`config.mk`:
```
export PLATFORM = sky130hd
export DESIGN_NAME = gate_tester_flat
export DESIGN_NICKNAME = d
export VERILOG_FILES = /design/src/rtl/gate_tester_if.sv /design/src/rtl/gate_tester.sv /design/src/flat_wrapper.sv
export SDC_FILE = /design/constraint.sdc
export NUM_CORES = 1
export LEC_CHECK = 0
export CORE_MARGIN = 5
export CORE_UTILIZATION = 59
export DETAILED_ROUTE_END_ITERATION = 10
export GPL_ROUTABILITY_DRIVEN = 0
export HOLD_SLACK_MARGIN = 0.15
export PLACE_DENSITY_LB_ADDON = 0.2
export SKIP_CTS_REPAIR_TIMING = 1
export SYNTH_ARGS = -nofsm -noshare
export SYNTH_HDL_FRONTEND = slang
export SYNTH_SLANG_ARGS = --single-unit
```
`constraint.sdc`:
```
create_clock -name clk -period 5.05 [get_ports clk]
set_input_delay 1.2625 -clock clk [delete_from_list [all_inputs] [get_ports clk]]
set_output_delay 1.2625 -clock clk [all_outputs]
set_load 0.01 [all_outputs]
```
`src/rtl/gate_tester_if.sv`:
```
// gate_tester_if: bundles the run-control, gate-drive and verdict signals of
// gate_tester. The slave modport is the tester; the master modport is the
// side that requests runs and hosts the gate under test (it supplies y).
interface gate_tester_if #(
    parameter int CNT_W = 8
);
    logic             start;
    logic             a;
    logic             b;
    logic             y;
    logic             busy;
    logic             done;
    logic             pass;
    logic [CNT_W-1:0] err_count;
    logic [3:0]       fail_vec;

    modport master (
        output start, y,
        input  a, b, busy, done, pass, err_count, fail_vec
    );

    modport slave (
        input  start, y,
        output a, b, busy, done, pass, err_count, fail_vec
    );
endinterface

```
`src/rtl/gate_tester.sv`:
```
// gate_tester: drives a 2-input gate through all four {a,b} combinations,
// waits SETTLE_CYCLES, samples y and checks it against TRUTH (bit index {a,b}).
// Repeats the sweep PASSES times, then reports pass, err_count (saturating)
// and sticky per-combination fail_vec.
// Optional build macro GATE_TESTER_STOP_ON_FAIL_EN: the first mismatch ends
// the run immediately.
module gate_tester #(
    parameter logic [3:0] TRUTH         = 4'b1110,
    parameter int         SETTLE_CYCLES = 2,
    parameter int         PASSES        = 1,
    parameter int         CNT_W         = 8
) (
    input  logic         clk,
    input  logic         rst_n,
    gate_tester_if.slave bus
);

    typedef enum logic [1:0] {
        S_IDLE,
        S_SETTLE,
        S_SAMPLE,
        S_DONE
    } state_t;

    localparam logic [7:0] SETTLE_LD = 8'(SETTLE_CYCLES);
    localparam logic [7:0] LAST_PASS = 8'(PASSES - 1);

    state_t           state_q, state_d;
    logic [7:0]       settle_q, settle_d;
    logic [1:0]       idx_q, idx_d;
    logic [7:0]       pidx_q, pidx_d;
    logic [1:0]       ab_q, ab_d;
    logic [CNT_W-1:0] err_q, err_d;
    logic [3:0]       fail_q, fail_d;
    logic             pass_q, pass_d;
    logic             mism;
    logic             last_vec;
    logic             finish;

    function automatic logic [CNT_W-1:0] sat_inc(input logic [CNT_W-1:0] v);
        if (&v) begin
            return v;
        end
        return v + CNT_W'(1);
    endfunction

    // State and datapath registers; reset returns every output to zero.
    always_ff @(posedge clk) begin
        if (!rst_n) begin
            state_q  <= S_IDLE;
            settle_q <= '0;
            idx_q    <= '0;
            pidx_q   <= '0;
            ab_q     <= '0;
            err_q    <= '0;
            fail_q   <= '0;
            pass_q   <= 1'b0;
        end else begin
            state_q  <= state_d;
            settle_q <= settle_d;
            idx_q    <= idx_d;
            pidx_q   <= pidx_d;
            ab_q     <= ab_d;
            err_q    <= err_d;
            fail_q   <= fail_d;
            pass_q   <= pass_d;
        end
    end

    // Next-state logic: settle countdown, sample/compare, vector and pass sequencing.
    always_comb begin
        state_d  = state_q;
        settle_d = settle_q;
        idx_d    = idx_q;
        pidx_d   = pidx_q;
        ab_d     = ab_q;
        err_d    = err_q;
        fail_d   = fail_q;
        pass_d   = pass_q;
        mism     = 1'b0;
        last_vec = 1'b0;
        finish   = 1'b0;

        case (state_q)
            S_IDLE: begin
                if (bus.start) begin
                    state_d  = S_SETTLE;
                    ab_d     = 2'b00;
                    idx_d    = 2'd0;
                    pidx_d   = 8'd0;
                    err_d    = '0;
                    fail_d   = 4'b0000;
                    pass_d   = 1'b0;
                    settle_d = SETTLE_LD;
                end
            end

            S_SETTLE: begin
                // Leaving on the edge where the counter reaches zero keeps
                // each vector at exactly SETTLE_CYCLES+1 cycles.
                settle_d = settle_q - 8'd1;
                if (settle_q == 8'd1) begin
                    state_d = S_SAMPLE;
                end
            end

            S_SAMPLE: begin
                mism     = (bus.y != TRUTH[idx_q]);
                last_vec = (idx_q == 2'd3) && (pidx_q == LAST_PASS);
                if (mism) begin
                    fail_d[idx_q] = 1'b1;
                    err_d         = sat_inc(err_q);
                end
`ifdef GATE_TESTER_STOP_ON_FAIL_EN
                finish = last_vec | mism;
`else
                finish = last_vec;
`endif
                if (finish) begin
                    state_d = S_DONE;
                    // Verdict includes this final compare.
                    pass_d  = (err_d == '0);
                end else begin
                    state_d  = S_SETTLE;
                    idx_d    = idx_q + 2'd1;
                    ab_d     = idx_q + 2'd1;
                    settle_d = SETTLE_LD;
                    if (idx_q == 2'd3) begin
                        pidx_d = pidx_q + 8'd1;
                    end
                end
            end

            S_DONE: begin
                state_d = S_IDLE;
                ab_d    = 2'b00;
            end

            default: begin
                state_d = S_IDLE;
            end
        endcase
    end

    assign bus.a         = ab_q[1];
    assign bus.b         = ab_q[0];
    assign bus.busy      = (state_q == S_SETTLE) || (state_q == S_SAMPLE);
    assign bus.done      = (state_q == S_DONE);
    assign bus.pass      = pass_q;
    assign bus.err_count = err_q;
    assign bus.fail_vec  = fail_q;

endmodule
```
`src/flat_wrapper.sv`:
```
// flat-port wrapper written by rule: the top's interface ports become plain ports
module gate_tester_flat 
#(
    parameter logic [3:0] TRUTH         = 4'b1110,
    parameter int         SETTLE_CYCLES = 2,
    parameter int         PASSES        = 1,
    parameter int         CNT_W         = 8
)
  (clk, rst_n, bus_start, bus_y, bus_a, bus_b, bus_busy, bus_done, bus_pass, bus_err_count, bus_fail_vec);
  gate_tester_if #(.CNT_W(CNT_W)) bus_i ();
  input  logic clk;
  input  logic rst_n;
  input wire logic [$bits(bus_i.start)-1:0] bus_start;
  input wire logic [$bits(bus_i.y)-1:0] bus_y;
  output wire logic [$bits(bus_i.a)-1:0] bus_a;
  output wire logic [$bits(bus_i.b)-1:0] bus_b;
  output wire logic [$bits(bus_i.busy)-1:0] bus_busy;
  output wire logic [$bits(bus_i.done)-1:0] bus_done;
  output wire logic [$bits(bus_i.pass)-1:0] bus_pass;
  output wire logic [$bits(bus_i.err_count)-1:0] bus_err_count;
  output wire logic [$bits(bus_i.fail_vec)-1:0] bus_fail_vec;
  assign bus_i.start = bus_start;
  assign bus_i.y = bus_y;
  assign bus_a = bus_i.a;
  assign bus_b = bus_i.b;
  assign bus_busy = bus_i.busy;
  assign bus_done = bus_i.done;
  assign bus_pass = bus_i.pass;
  assign bus_err_count = bus_i.err_count;
  assign bus_fail_vec = bus_i.fail_vec;
  gate_tester #(.TRUTH(TRUTH), .SETTLE_CYCLES(SETTLE_CYCLES), .PASSES(PASSES), .CNT_W(CNT_W)) u_core (.clk(clk), .rst_n(rst_n), .bus(bus_i));
endmodule
```
Word level (Yosys, flattened, before mapping)
Cells that the tools add are included.

storage, ports and cells
  bits in registers = 35
  input bits = 4
  output and inout bits = 17
  word-level logic and storage cells = 78

cells by class
  $add $sub $neg = 4
  order comparisons = 2
  equal/unequal tests = 12
  multiplexer cells = 33
  bitwise operators = 1
  reduce and logical (&&, ||, !) cells = 18

operator list
  cell                 count
  $mux 8               9
  $pmux 8 s2           2
  $pmux 8 s3           1
  $add 8x1->8 const B  2
  $logic_not 8->1      2
  $reduce_and 3->1     5
  $mux 2               5
  $eq 8x1->1 const B   1
  $mux 4               2
  $ne 2x1->1 const B   4
  $pmux 2 s4           1
  $pmux 4 s2           1
  $reduce_and 8->1     1
  $sub 8x1->8 const B  1
  $mux 1               7
  $eq 2x2->1 const B   3
  $pmux 2 s3           1
  $reduce_bool 3->1    2
  $ne 2x2->1 const B   2
  $or 4x4->4           1
  $pmux 2 s2           1
  $reduce_and 2->1     2
  $reduce_and 4->1     1
  $lt 2x3->1 const B   1
  11 further kinds     12

Longest topological paths before layout
Gate-level depths: netlist of the first run.

  word-level depth = 11
  depth in mapped cells = 8
  depth with buffers taken out = 7

Worst setup path before layout of the first run
No wires, ideal clock.

  path type = input to register
  start = input port bus_start
  end = register u_core.settle_q[2]
  library setup time = 0.124 ns
  data arrival time = 2.265 ns
  data required time = 4.926 ns
  slack = 2.661 ns
  stages = 5
  buffers on the path = 0
  path through = and2b_1 > a311oi_4 > inv_2 > o21ai_2 > nor2_1

on the way
  cells in the longest elaborated chain, start to end = 2

RTL lines
  element                     RTL line            text
  start: declaration          flat_wrapper.sv:13  input wire logic [$bits(bus_i.start)-1:0] bus_start;
  $ne 2x2->1 (no line)        -
  $reduce_and 3->1 (no line)  -
  end signal: assignment      gate_tester.sv:60   settle_q <= settle_d;
  end: declaration            gate_tester.sv:29   logic [7:0] settle_q, settle_d;

No other way between the ends.
A chain may end at the register's enable or synchronous reset.

Final worst setup path of the first run
  start = register u_core.state_q[1]
  end = output port bus_busy

on the way
  cells in the longest elaborated chain, start to end = 2
  elaborated cells between the ends (all ways) = 3
  classes of those cells = eq/ne: 2; reduce/logical: 1

RTL lines
  element                                   RTL line            text
  start: declaration                        gate_tester.sv:28   state_t state_q, state_d;
  start signal: assignment                  gate_tester.sv:59   state_q <= state_d;
  $eq 2x1->1 or $eq 2x2->1 (tied branches)  gate_tester.sv:147  assign bus.busy = (state_q == S_SETTLE) || (state_q == S_SAMPLE);
  $logic_or 1x1->1 *                        gate_tester.sv:147
  end: declaration                          flat_wrapper.sv:17  output wire logic [$bits(bus_i.busy)-1:0] bus_busy;

Every way passes the cells marked *; elsewhere a longest branch is shown, timed or not.

==> key figures, run 1 <==
Run status
  • Status: finished, final reports clean

Yosys
  • Cell taking the most area after synthesis: dfxtp_1
  • Combinational family with the most area after synthesis: simple AND/OR/NAND/NOR gates
  • Area contributors post-synth: dfxtp_1 (34%), ha_1 (9.1%), nor2_1 (5.8%), a21oi_1 (4.4%), nand3_1 (3.4%)
  • Post-synth EDFFs: 0
  • Synth Area in Compound Gates: 0.184
  • Asr flop ratio synth: 0
  • FF+latch count, synth: 35
  • Commonest register cell after synthesis: dfxtp_1
  • Synthesized-area fraction occupied by adder cells: 0.0912
  • Post-synthesis sequential area ratio: 0.341
  • Net Count, Synth: 256
  • Synthesized cell area: between 2000 and 2500 µm²
  • Post-synthesis simple-gate area fraction: 0.240
  • Ys Warns: 0
  • Synth Area in XOR/XNOR: 0.0675
  • Multiplexer share of the synthesized area: 0.0322
  • Syn Inst Count: 237
  • Share of the synthesized area in the top cell type: 0.341
  • Cell variety after synth: 52
  • Synthesized area per cell: 8.68 µm²

GRT
  • All-Layer GR Usage: 0.188
  • Congestion Overflow GR: 0
  • Largest net degree at the start of global routing: 21
  • Vias in the first global route: 1597
  • First-pass GRT wire length: 7510 µm
  • Initial antenna violation count: 0

Cells and area
  • # diodes: 0
  • Final Net Count: 276
  • Commonest non-fill, non-tap cell in the layout: dfxtp_1
  • Area Growth Syn to Fin: 14.8%
  • Layout cell share with drive strength beyond 1: 0.0930
  • Most frequent cells in the layout: dfxtp_1 (35), nor2_1 (32), clkdlybuf4s50_1 (20), a21oi_1 (18), ha_1 (15)
  • Filler Cell Count: 290
  • Design Area, Final: 2360 µm²

Clocking
  • Clock Path Buffers: 2
  • Clock tree sinks: 35
  • CTS Buf Count: 5
  • CTS H-tree lvls: 2
  • CTS tree: built
  • Worst skew pair latency: roughly 0.35 ns
  • Worst-path clk slew: 0.11 ns
  • Clk root buf: clkbuf_4

Timing
  • Tmin final: 2.94 ns
  • Final slew viol count: 0
  • Fin crit share: 0.583
  • Clock Skews: 0.0169 ns
  • RSZ-0062 raised after global routing: false
  • Tightest Pin Transition: about 1.2 ns
  • Final WS setup: 2.11 ns
  • Worst rel slew slack: 0.169
  • Setup TNS after final layout: 0 ns
  • Setup violators final: 0
  • Final hold violation count: 0
  • FMAX: between 0.3 and 0.4 GHz
  • Min Hold Slack: 0.484 ns

Critical path
  • Worst EP required: 3.79 ns
  • Crit-path cells: inv_1 > ha_1 > clkdlybuf4s50_1
  • Slowest Stage Delay on Critical Path: approximately 0.52 ns
  • Reg2reg path depth: 6
  • CP arrival: around 1.7 ns
  • Buf/Inv on CP: 2
  • Family with the most delay on the worst path: buffers and inverters
  • CP max FO: 5
  • WS Path Type: flop to output pin
  • CP endpoint kind: output pin
  • Slowest CP cell: clkdlybuf4s50_1
  • Crit start category: flop
  • Stages on the worst setup path: 3

Power
  • Total power draw: 949 µW
  • Psw: about 360 µW
  • Leak: ~0.0009 µW
  • Internal: 588 µW
  • Reg power frac: 0.376
  • Sw frac: 0.381
  • Power density over the cells: 402 nW/µm²
  • Clock Power Share: 0.227
  • Comb power frac: 0.398
  • Worst vdd ir: between 0.0002 and 0.0003 V

Floorplanning
  • Die footprint: 4770 µm²
  • Die X-Extent: 69.0 µm
  • I/O Pins: 21
  • Core box area: 3360 µm²
  • DIE HEIGHT: 69.0 µm
  • Initial Utilization: 0.612
  • Row cnt: 21

Drt
  • Drt total wl: 4230 µm
  • DR vias/cell: 5.71
  • DR pass1 iterations: 4
  • Initial DRC Count: 254
  • Total number of vias: approximately 1.7k
  • Remaining antenna violation count: 0
  • DRC Markers: 0
  • Wire per inst: 13.9 µm

Placed design
  • Placement Setup Slack: approximately 1.8 ns
  • Port Buffers: 20
  • Final HPWL DP: 3040 µm
  • Area post-placement: 2270 µm²

Min path
  • Hold Path Stages: 2
  • Hold crit path type: flop to flop

Run
  • Max Cap Violations: 0
-- state kept, by name, summed over array words and instances, names as in the netlist --
signal and count:
u_core.ab_q 2, u_core.bus.err_count 8, u_core.bus.fail_vec 4, u_core.bus.pass 1, u_core.idx_q 2, u_core.pidx_q 8, u_core.settle_q 8, u_core.state_q 2
-- routing by layer --
metal / GRT usage / vias up / wire (µm)
met1: 0.260 / 799 / 1950
li1: - / 884 / -
met3: 0.0465 / 8 / 217
met2: 0.283 / 44 / 1990
met4: 0.0651 / 0 / 68
met5: 0 / - / 0
-- cell families (layout without fill, tap and decap cells) --
kind of cell | count (synthesis) | count (layout)
adder cells (fa/ha/maj) | 15 | 15
multiplexers | 6 | 6
AO/OA/AOI/OAI | 52 | 52
XOR/XNOR | 15 | 15
buffers and inverters | 21 | 42
AND/OR/NAND/NOR | 93 | 93
flip-flops | 35 | 35
-- metrics by stage --
| stage | instances | util |
|---|---|---|
| floorplan | 237 | - |
| global placement | 296 | 0.676 |
| detailed placement | 296 | 0.676 |
| CTS | 304 | 0.702 |
| global route | 304 | 0.702 |
| finish | 304 | 0.702 |
-- layout make-up --
| class | instances | area [µm²] | area share |
|---|---|---|---|
| Sequential cell | 35 | 701 | 0.297 |
| Tap cell | 46 | 57.6 | 0.0244 |
| Clock buffer | 6 | 51.3 | 0.0217 |
| Inverter | 14 | 52.6 | 0.0223 |
| Clock inverter | 2 | 35.0 | 0.0148 |
| Multi-Input combinational cell | 181 | 1260 | 0.535 |
| Timing Repair Buffer | 20 | 200 | 0.0848 |
-- worst paths after layout --
check                    startpoint                     end  slack (ns)
max               u_core.state_q[1]                bus_busy        2.11
min          u_core.bus.fail_vec[1]  u_core.bus.fail_vec[1]        0.48
max reg2reg       u_core.state_q[0]         u_core.bus.pass        2.58
min reg2reg  u_core.bus.fail_vec[1]  u_core.bus.fail_vec[1]        0.48
-- power groups by stage --
stage	clock (µW)	sequential, µW	combinational (µW)
floorplan	0	357	293
global placement	0	361	372
detailed placement	0	362	377
CTS	221	356	379
global route	233	362	429
finish	215	357	377
-- worst min-delay path: cells and delay by family, from the launching register on --
family	cells	cell delay, ns
flip-flops	1	0.34
AND/OR/NAND/NOR	1	0.07
AO/OA/AOI/OAI	1	0.04
-- synth_stat cells (all sizes together) (2+ instances only) --
master / n
xor2: 7
a22oi: 5
or3: 2
ha: 15
nand4: 5
nand2b: 2
nand2: 13
nor2b: 3
nand3b: 2
and2: 4
a31oi: 3
dfxtp: 35
nor2: 33
inv: 14
nor3: 6
clkbuf: 4
a211oi: 5
xnor2: 8
buf: 3
and3: 2
o21ai: 8
mux2i: 4
nor4: 2
a311oi: 3
nand3: 14
a21oi: 19
mux2: 2
Power figures use the tool's default switching activity.
==> run 2, diff against run 1 <==
--- a/config.mk
+++ b/config.mk
@@ -6,7 +6,7 @@
 export NUM_CORES = 1
 export LEC_CHECK = 0
 export CORE_MARGIN = 5
-export CORE_UTILIZATION = 59
+export CORE_UTILIZATION = 51
 export DETAILED_ROUTE_END_ITERATION = 10
 export GPL_ROUTABILITY_DRIVEN = 0
 export HOLD_SLACK_MARGIN = 0.15
==> constraint.sdc (replaced) <==
create_clock -name clk -period 2.4 [get_ports clk]
set_input_delay 0.6 -clock clk [delete_from_list [all_inputs] [get_ports clk]]
set_output_delay 0.6 -clock clk [all_outputs]
set_load 0.01 [all_outputs]
==> run 2 against run 1 <==
Global-route usage down 0.72 points. Register-to-register slack got worse by 2.2 ns. Clock skew shrank 0.0084 ns. Sequential share of layout area down 1.0 points. Clock power up 120%. Die area up 13%. Wire length is 3.0% higher. Critical endpoint unchanged. Largest cell class unchanged.
==> key figures, run 2 (synthesis gave the netlist of run 1 again) <==
Timing
  • Final hold violation count: 0 (unchanged)
  • Setup violators final: 0 (unchanged)
  • Min Hold Slack: 0.472 ns (-0.0121 ns)
  • Worst rel slew slack: 0.681 (+0.512)
  • Tightest Pin Transition: 0.479 ns (-0.755 ns)
  • Final slew viol count: 0 (unchanged)
  • Fin crit share: 0.922
  • FMAX: 0.452 GHz
  • Setup TNS after final layout: 0 ns (unchanged)
  • Final WS setup: 0.188 ns (-1.92 ns)
  • RSZ-0062 raised after global routing: false
  • Tmin final: 2.21 ns
  • Clock Skews: 0.00850 ns (-0.00838 ns)

Cells and area
  • Layout cell share with drive strength beyond 1: 0.120 (+0.0268)
  • Final Core Density: 0.621 (-0.0813)
  • Filler Cell Count: 347 (+20%)
  • # diodes: 0 (unchanged)
  • Non-filler cells, final: 317 (+4.3%)
  • Final Net Count: 285 (+3.3%)
  • Area Growth Syn to Fin: 19.0%
  • Multi-input gate area: 1260 µm² (unchanged)
  • Most frequent cells in the layout: dfxtp_1 (35), nor2_1 (32), clkdlybuf4s50_1 (20), a21oi_1 (18), ha_1 (15)
  • Register area: 701 µm² (unchanged)
  • Commonest non-fill, non-tap cell in the layout: dfxtp_1

Placed design
  • Placement Setup Slack: 0.0177 ns (-1.77 ns)
  • Port Buffers: 20 (unchanged)
  • Inst Count DP: 309 (+4.4%)
  • Final HPWL DP: 3170 µm (+4.3%)

Floorplanning
  • Die X-Extent: 73.5 µm (+6.5%)
  • DIE HEIGHT: 73.5 µm (+6.5%)
  • Core box area: 3940 µm² (+17%)
  • I/O Pins: 21 (unchanged)
  • Initial Utilization: 0.522 (-0.0899)
  • Die footprint: 5400 µm² (+13%)
  • Row cnt: 23 (+9.5%)

Min path
  • Hold crit path type: flop to flop
  • Hold Path Stages: 2 (unchanged)

Drt
  • Total number of vias: 1770 (+2.0%)
  • DR pass1 iterations: 4 (unchanged)
  • Initial DRC Count: 131 (-48%)
  • DR vias/cell: 5.58 (-2.2%)
  • Drt total wl: 4360 µm (+3.0%)
  • Wire per inst: 13.7 µm (-1.2%)
  • DRC Markers: 0 (unchanged)
  • Remaining antenna violation count: 0 (unchanged)

Critical path
  • Reg2reg path depth: 7 (+1)
  • Crit start category: flop
  • WS Path Type: flop to output pin
  • Crit-path cells: inv_1 > ha_1 > clkdlybuf4s50_1
  • CP endpoint kind: output pin
  • Slowest CP cell: clkdlybuf4s50_1
  • Slowest Stage Delay on Critical Path: 0.53 ns (about the same)
  • CP max FO: 5 (unchanged)
  • Worst EP required: 1.80 ns (-1.99 ns)
  • CP arrival: 1.61 ns (-0.07 ns)

Clocking
  • Clk root buf: clkbuf_8
  • Worst-path clk slew: 0.07 ns (-0.04 ns)
  • Worst skew pair latency: 0.29 ns (-0.06 ns)
  • Clock Path Buffers: 2 (unchanged)
  • CTS H-tree lvls: 2 (unchanged)
  • CTS tree: built
  • Clock tree sinks: 35 (unchanged)
  • CTS Buf Count: 5 (unchanged)

Power
  • Power density over the cells: 852 nW/µm² (+110%)
  • Worst vdd ir: 0.000502 V (+98%)
  • Leak: 0.000922 µW (+5.3%)

GRT
  • Largest net degree at the start of global routing: 16 (-24%)
  • Initial antenna violation count: 0 (unchanged)
  • First-pass GRT wire length: 7620 µm (+1.5%)
  • All-Layer GR Usage: 0.180 (-0.00715)
  • Congestion Overflow GR: 0 (unchanged)
  • Vias in the first global route: 1725 (+8.0%)

Run status
  • Status: finished, final reports clean

Run
  • Max Cap Violations: 0 (unchanged)
run 2: changes by cell type in the layout (fill, tap and decap cells not counted), sizes merged:
| cell | change |
|---|---|
| buf | +9 |
| clkbuf | +2 |
| bufinv | -1 |
| clkinv | -1 |
run 2: area by class of cell:
type / instances / area share
Multi-Input combinational cell: 181 / 0.516
Sequential cell: 35 / 0.286
Timing Repair Buffer: 29 / 0.109
Clock buffer: 8 / 0.0409
Tap cell: 50 / 0.0256
Inverter: 14 / 0.0215
run 2: final timing paths:
| path | from | endpoint | slack (ns) |
|---|---|---|---|
| hold / removal | u_core.bus.fail_vec[2] | u_core.bus.fail_vec[2] | 0.47 |
| setup reg to reg | u_core.idx_q[0] | u_core.ab_q[1] | 0.37 |
| setup / recovery | u_core.state_q[0] | bus_busy | 0.19 |
| hold reg to reg | u_core.bus.fail_vec[2] | u_core.bus.fail_vec[2] | 0.47 |
run 2: critical path: cells and delay by family (launching register included):
kind | cells | cell delay, ns
adders and majority gates | 1 | 0.28
DFF | 1 | 0.41
buffers and inverters | 2 | 0.63
run 2: stage by stage:
step	area (µm²)	total power, µW
detailed placement	2350	1620
global route	2450	2240
CTS	2450	2100
finish	2450	2080
global placement	2350	1610
floorplan	2060	1370
run 2: routing by layer:
layer,vias up,wire (µm),global-route usage
met5,-,0,0
li1,896,-,-
met4,0,93,0.0765
met2,35,2110,0.302
met1,827,1980,0.216
met3,12,168,0.0492
run 2: report_power, final:
group / total (µW) / leakage, µW / switching, µW / internal (µW)
clock: 475 / 0.0000515 / 213 / 262
combinational: 857 / 0.000587 / 478 / 379
sequential: 752 / 0.000284 / 85.7 / 667
==> run 3, diff against run 2 <==
--- a/config.mk
+++ b/config.mk
@@ -7,9 +7,10 @@
 export LEC_CHECK = 0
 export CORE_MARGIN = 5
 export CORE_UTILIZATION = 51
+export CTS_CLUSTER_SIZE = 20
 export DETAILED_ROUTE_END_ITERATION = 10
 export GPL_ROUTABILITY_DRIVEN = 0
-export HOLD_SLACK_MARGIN = 0.15
+export HOLD_SLACK_MARGIN = 0.12
 export PLACE_DENSITY_LB_ADDON = 0.2
 export SKIP_CTS_REPAIR_TIMING = 1
 export SYNTH_ARGS = -nofsm -noshare
==> results of run 3 <==
Final layout, timing and power as in run 2 (identical DEF).
